## src/rtl/hpdcache_sram_ecc_scrubber.sv

```systemverilog
// Background SECDED scrubber for a 1RW SRAM: reads every entry, writes back
// correctable words through the arbiter, and flags/counts error entries.
module hpdcache_sram_ecc_scrubber #(
  parameter int unsigned ADDR_SIZE  = 6,
  parameter int unsigned DATA_SIZE  = 32,
  parameter int unsigned DEPTH      = 2**ADDR_SIZE,
  parameter int unsigned NDATA      = 1,
  parameter int unsigned INTERVAL_W = 16,
  parameter int unsigned CNT_W      = 16
) (
  input  logic                         clk,
  input  logic                         rst,
  input  logic                         scrub_en_i,
  input  logic [INTERVAL_W-1:0]        interval_i,
  output logic                         sram_req_o,
  input  logic                         sram_gnt_i,
  output logic                         sram_we_o,
  output logic [ADDR_SIZE-1:0]         sram_addr_o,
  output logic [NDATA*DATA_SIZE-1:0]   sram_wdata_o,
  output logic [NDATA*DATA_SIZE-1:0]   sram_wmask_o,
  input  logic [NDATA*DATA_SIZE-1:0]   sram_rdata_i,
  input  logic [NDATA-1:0]             err_cor_i,
  input  logic [NDATA-1:0]             err_unc_i,
  input  logic                         snoop_we_i,
  input  logic [ADDR_SIZE-1:0]         snoop_addr_i,
  output logic                         cor_evt_o,
  output logic                         unc_evt_o,
  output logic [ADDR_SIZE-1:0]         evt_addr_o,
  output logic [CNT_W-1:0]             cor_cnt_o,
  output logic [CNT_W-1:0]             unc_cnt_o,
  output logic                         pass_done_o
);

  localparam int unsigned WIDTH = NDATA * DATA_SIZE;

  typedef enum logic [1:0] {IDLE, RD_REQ, RD_CHK, WR_REQ} state_t;

  state_t                  state;
  state_t                  state_next;

  logic [ADDR_SIZE-1:0]    ptr;
  logic [ADDR_SIZE-1:0]    ptr_next;
  logic [INTERVAL_W-1:0]   idle_cnt;
  logic [INTERVAL_W-1:0]   idle_cnt_next;
  logic                    abort_q;
  logic                    abort_next;

  logic                    req_next;
  logic                    we_next;
  logic [WIDTH-1:0]        wdata_next;
  logic [WIDTH-1:0]        wmask_next;
  logic                    cor_evt_next;
  logic                    unc_evt_next;
  logic [ADDR_SIZE-1:0]    evt_addr_next;
  logic [CNT_W-1:0]        cor_cnt_next;
  logic [CNT_W-1:0]        unc_cnt_next;
  logic                    pass_next;
  logic                    advance;

  logic [NDATA-1:0]        fix;
  logic                    any_cor;
  logic                    any_unc;
  logic                    any_fix;
  logic                    snoop_hit;
  logic                    abort_now;
  logic                    last;

  // Read-response decode and snoop match against the entry being scrubbed.
  always_comb begin
    fix       = err_cor_i & ~err_unc_i;
    any_cor   = |err_cor_i;
    any_unc   = |err_unc_i;
    any_fix   = |fix;
    snoop_hit = snoop_we_i && (snoop_addr_i == ptr);
    abort_now = abort_q || snoop_hit;
    last      = (ptr == ADDR_SIZE'(DEPTH - 1));
  end

  always_ff @(posedge clk or posedge rst) begin
    if (rst) begin
      state <= IDLE;
    end else begin
      state <= state_next;
    end
  end

  always_comb begin
    state_next = state;
    case (state)
      IDLE: begin
        if (scrub_en_i && (idle_cnt >= interval_i)) state_next = RD_REQ;
      end
      RD_REQ: begin
        // A grant in the same cycle as disable still completes the read.
        if (sram_gnt_i)       state_next = RD_CHK;
        else if (!scrub_en_i) state_next = IDLE;
      end
      RD_CHK: begin
        state_next = (any_fix && !abort_now) ? WR_REQ : IDLE;
      end
      WR_REQ: begin
        // Grant wins over a same-cycle snoop: the arbiter orders both writes.
        if (sram_gnt_i || snoop_hit) state_next = IDLE;
      end
      default: state_next = IDLE;
    endcase
  end

  always_comb begin
    ptr_next      = ptr;
    idle_cnt_next = idle_cnt;
    abort_next    = 1'b0;
    req_next      = (state_next == RD_REQ) || (state_next == WR_REQ);
    we_next       = (state_next == WR_REQ);
    wdata_next    = sram_wdata_o;
    wmask_next    = sram_wmask_o;
    cor_evt_next  = 1'b0;
    unc_evt_next  = 1'b0;
    evt_addr_next = evt_addr_o;
    cor_cnt_next  = cor_cnt_o;
    unc_cnt_next  = unc_cnt_o;
    pass_next     = 1'b0;
    advance       = 1'b0;

    case (state)
      IDLE: begin
        if ((state_next == IDLE) && (idle_cnt != '1)) begin
          idle_cnt_next = idle_cnt + INTERVAL_W'(1);
        end
      end
      RD_REQ: begin
        abort_next = sram_gnt_i && snoop_hit;
      end
      RD_CHK: begin
        cor_evt_next = any_cor;
        unc_evt_next = any_unc;
        if (any_cor || any_unc) evt_addr_next = ptr;
        if (any_cor && (cor_cnt_o != '1)) cor_cnt_next = cor_cnt_o + CNT_W'(1);
        if (any_unc && (unc_cnt_o != '1)) unc_cnt_next = unc_cnt_o + CNT_W'(1);
        if (state_next == WR_REQ) begin
          wdata_next = sram_rdata_i;
          for (int unsigned i = 0; i < NDATA; i++) begin
            wmask_next[i*DATA_SIZE +: DATA_SIZE] = {DATA_SIZE{fix[i]}};
          end
        end else begin
          advance = 1'b1;
        end
      end
      WR_REQ: begin
        advance = (state_next == IDLE);
      end
      default: ;
    endcase

    if (advance) begin
      ptr_next      = last ? '0 : ptr + ADDR_SIZE'(1);
      idle_cnt_next = '0;
      pass_next     = last;
    end
  end

  // Datapath and registered outputs.
  always_ff @(posedge clk or posedge rst) begin
    if (rst) begin
      ptr          <= '0;
      idle_cnt     <= '0;
      abort_q      <= 1'b0;
      sram_req_o   <= 1'b0;
      sram_we_o    <= 1'b0;
      sram_wdata_o <= '0;
      sram_wmask_o <= '0;
      cor_evt_o    <= 1'b0;
      unc_evt_o    <= 1'b0;
      evt_addr_o   <= '0;
      cor_cnt_o    <= '0;
      unc_cnt_o    <= '0;
      pass_done_o  <= 1'b0;
    end else begin
      ptr          <= ptr_next;
      idle_cnt     <= idle_cnt_next;
      abort_q      <= abort_next;
      sram_req_o   <= req_next;
      sram_we_o    <= we_next;
      sram_wdata_o <= wdata_next;
      sram_wmask_o <= wmask_next;
      cor_evt_o    <= cor_evt_next;
      unc_evt_o    <= unc_evt_next;
      evt_addr_o   <= evt_addr_next;
      cor_cnt_o    <= cor_cnt_next;
      unc_cnt_o    <= unc_cnt_next;
      pass_done_o  <= pass_next;
    end
  end

  assign sram_addr_o = ptr;

endmodule

```

## config.mk

```make
export PLATFORM = sky130hd
export DESIGN_NAME = hpdcache_sram_ecc_scrubber
export DESIGN_NICKNAME = d
export VERILOG_FILES = /design/src/rtl/hpdcache_sram_ecc_scrubber.sv
export SDC_FILE = /design/constraint.sdc
export NUM_CORES = 1
export LEC_CHECK = 0
export CELL_PAD_IN_SITES_DETAIL_PLACEMENT = 0
export CELL_PAD_IN_SITES_GLOBAL_PLACEMENT = 2
export CORE_ASPECT_RATIO = 1.5
export CORE_MARGIN = 2
export CORE_UTILIZATION = 29
export CTS_BUF_LIST = sky130_fd_sc_hd__clkbuf_8
export DETAILED_ROUTE_END_ITERATION = 6
export GPL_TIMING_DRIVEN = 0
export PLACE_DENSITY_LB_ADDON = 0.1
export SLEW_MARGIN = 5
export SYNTH_ARGS = -nofsm -noshare
export SYNTH_HDL_FRONTEND = slang
export SYNTH_SLANG_ARGS = --single-unit
```

## constraint.sdc

```tcl
create_clock -name clk -period 4.05 [get_ports clk]
set_input_delay 0.81 -clock clk [delete_from_list [all_inputs] [get_ports clk]]
set_output_delay 0.81 -clock clk [all_outputs]
set_load 0.05 [all_outputs]
```

==> results_dict.tcl <==
set metrics [dict create \
    vias 3922 \
    synth-async-reset-ratio_pct 100.0 \
    hpwl_mm 10.90 \
    power.density_nw_per_um2 274.5 \
    timing_max_transition_violations_final 0 \
    syn_to_final_growth_pct 43.68 \
    drc_errors 0 \
    largest_net_degree_at_the_start_of_global_routing 66 \
    finalCoreUtilization_pct 42.11 \
    cts_resized 0 \
    cts_buf_count 9 \
    cap_viol_max_count 0 \
    max_freq_mhz 313.9 \
    chipWidth_um 111.7 \
    clock_skew_ns 0.01797 \
    detail_route.iter0.violations 136 \
    tritoncts "built" \
    gp_congestion 0.8023 \
    final_nets 712 \
    ys.warnings.count 0 \
    starting_density_of_the_core_pct 29.31 \
    clock_tree.htree_level_count 3 \
    antenna_violations_before_repair 0 \
    synth.net_count 527 \
    die_height_um 165.5 \
    timing.hold.worst.class "reg2reg" \
    met1_wl_mm 5.545 \
    crit_type "in2reg" \
    met3RoutedLength_um 544 \
    clkLatencyLatePin_ns 0.37 \
    postCtsSetupBuffers 0 \
    wirelength_mm 13.71 \
    global_route.usage.total_pct 14.86 \
    postCtsHoldBufs 0 \
    layout_worst_path_cycle_share_pct 78.67 \
    dieArea_um2 18480 \
    synth_seq_cells 100 \
    synth_edf_count 0 \
    rows 59 \
    setup_viol 0 \
    drtAntennaViolNets 0 \
    run_status "completed" \
    fin_hold_ws_ns 0.4909 \
    drt_wl_cell_um 16.17 \
    ctsRootBufferMaster "clkbuf_8" \
    grt_setup_unrepaired "false" \
    vdd.ir_drop.worst_uv 147.5 \
    vias_per_cell 4.625 \
    num_io_pins 174 \
    critical_path.startpoint_type "input pin" \
    synth_sequential_area_ratio_pct 49.64 \
    timing.final.hold_violations 0 \
    post_route_cells_drive_above_1_share_pct 15.28 \
    clock_tree.buffer_depth 2 \
    syn-cell-area_um2 5041 \
    synth-main-ff-cell "dfrtp_1" \
    ys_types 50 \
    total_leakage_power_nw 3.319 \
    worst_setup_hold_path_clk_slew_ns 0.10 \
    cts_sinks 100 \
    crit_path_end_kind "register" \
    portBuffers 173 \
    wl_met2_mm 7.436 \
    fp.coreArea_um2 17200 \
    post_synth_inst_count 446 \
    relSlewSlack_pct 40.94 \
    cp_max_fo 10 \
    highest_layer "met4" \
    grt-ovfl-total 0 \
    syn-mean-instance-area_um2 11.30 \
    vias_in_the_first_global_route 3944 \
    antenna_cells_inserted 0 \
    max_slew.worst_pin.slew_ns 0.8858 \
    worst_ep_required_time_ns 4.35 \
    critical_path_arrival_ns 3.49 \
    grt_first_pass_wirelength_mm 21.78 \
    firstDrtPassIters 4 \
    final.min_clock_period_ns 3.186 \
]
-- power by group --
part / leakage [nW] / internal (mW) / switching [mW]
registers: 1.38 / 1.03 / 0.0552
clock network: 0.0929 / 0.241 / 0.354
logic: 1.85 / 0.154 / 0.153
-- path summary, 6_finish.rpt --
kind	start	endpoint	slack [ns]	depth (start not counted)
min	sram_wdata_o[18]	sram_wdata_o[18]	0.49	1
max	interval_i[10]	idle_cnt[1]	0.86	11
max reg2reg	idle_cnt[9]	idle_cnt[1]	1.31	9
min reg2reg	sram_wdata_o[18]	sram_wdata_o[18]	0.49	1
min in group asynchronous	rst	unc_cnt_o[1]	0.82	2
max in group asynchronous	rst	cor_cnt_o[11]	2.51	3
-- placed cells by master, fill, tap and decap left out, drive strengths merged, types with 19 or more instances in the layout --
cell           instances
nand2                 34
nand3                 19
ha                    20
inv                   26
clkdlybuf4s50        173
buf                   42
dfrtp                100
mux2                  40
nand4                 23
xnor2                 31
-- metal layers --
metal / GRT usage (%) / vias to the layer above
li1: - / 1919
met5: 0 / -
met2: 27.93 / 113
met3: 2.737 / 11
met1: 17.11 / 1879
met4: 4.433 / 0
-- cell usage after synthesis (4+ instances only) --
cell type  number  area share [%]
inv_1          24             1.8
o21ai_0         9            0.89
buf_2           5            0.50
xnor2_1        29             5.0
nand2_1        34             2.5
mux2_1         12             2.7
nor4_1          6            0.74
o31ai_1         8             1.2
xor2_1          6             1.0
buf_4          32             4.8
a21oi_1        13             1.3
or4_1           7             1.0
mux2_2         28             6.3
nor2_1         14             1.0
nand4_1        22             2.7
ha_1           20             5.0
mux2i_1         6             1.2
nor3_1          5            0.50
buf_6           4            0.89
nand3_1        19             1.9
dfrtp_1       100              50
-- sequential cells by signal, summed over array words and instances (netlist names) --
| signal | cells |
|---|---|
| abort_q | 1 |
| cor_cnt_o | 16 |
| cor_evt_o | 1 |
| evt_addr_o | 6 |
| idle_cnt | 16 |
| pass_done_o | 1 |
| sram_addr_o | 6 |
| sram_req_o | 1 |
| sram_wdata_o | 32 |
| sram_we_o | 1 |
| sram_wmask_o | 1 |
| state | 1 |
| unc_cnt_o | 16 |
| unc_evt_o | 1 |
-- final cells by class --
type | count | area, µm²
multi-input cells | 280 | 2135
fillers | 1690 | 9957
well taps | 213 | 266.5
repair buffers | 174 | 1759
plain buffers | 42 | 314.1
flip-flops and latches | 100 | 2502
clock buffers | 10 | 137.6
inverters | 24 | 92.59
clock inverters | 5 | 36.28
-- through the flow --
step	TNS, ns	setup WS [ns]	cell area (µm²)	power, mW	cells
3_5_place_dp	0	0.4597	7069	1.423	833
2_1_floorplan	0	0.6212	5041	1.277	446
4_1_cts	0	0.8476	7243	2.025	848
5_1_grt	0	0.7071	7243	2.100	848
3_3_place_gp	-107.59	-1.090	7039	1.406	832
6_report	0	0.8640	7243	1.989	848
-- cell families (layout without fill, tap and decap cells) --
group,count (synthesis),in the layout,synth area share (%)
mux,46,46,10.13
flops,100,100,49.64
compound gates,45,45,6.279
xor+xnor,37,37,6.726
fa+ha+maj,20,20,4.964
simple gates,132,132,14.25
buf+inv,66,255,8.017
-- worst max-delay path, cell delays in order --
cell and delay [ns]:
clkdlybuf4s50_1 0.45, inv_1 0.04, ha_1 0.28, nand4_1 0.16, a211oi_1 0.28, o41ai_2 0.15, a311oi_1 0.52, buf_2 0.36
buf_6 0.18, o21ai_0 0.10, a21oi_1 0.14
Power figures use the tool's default switching activity.
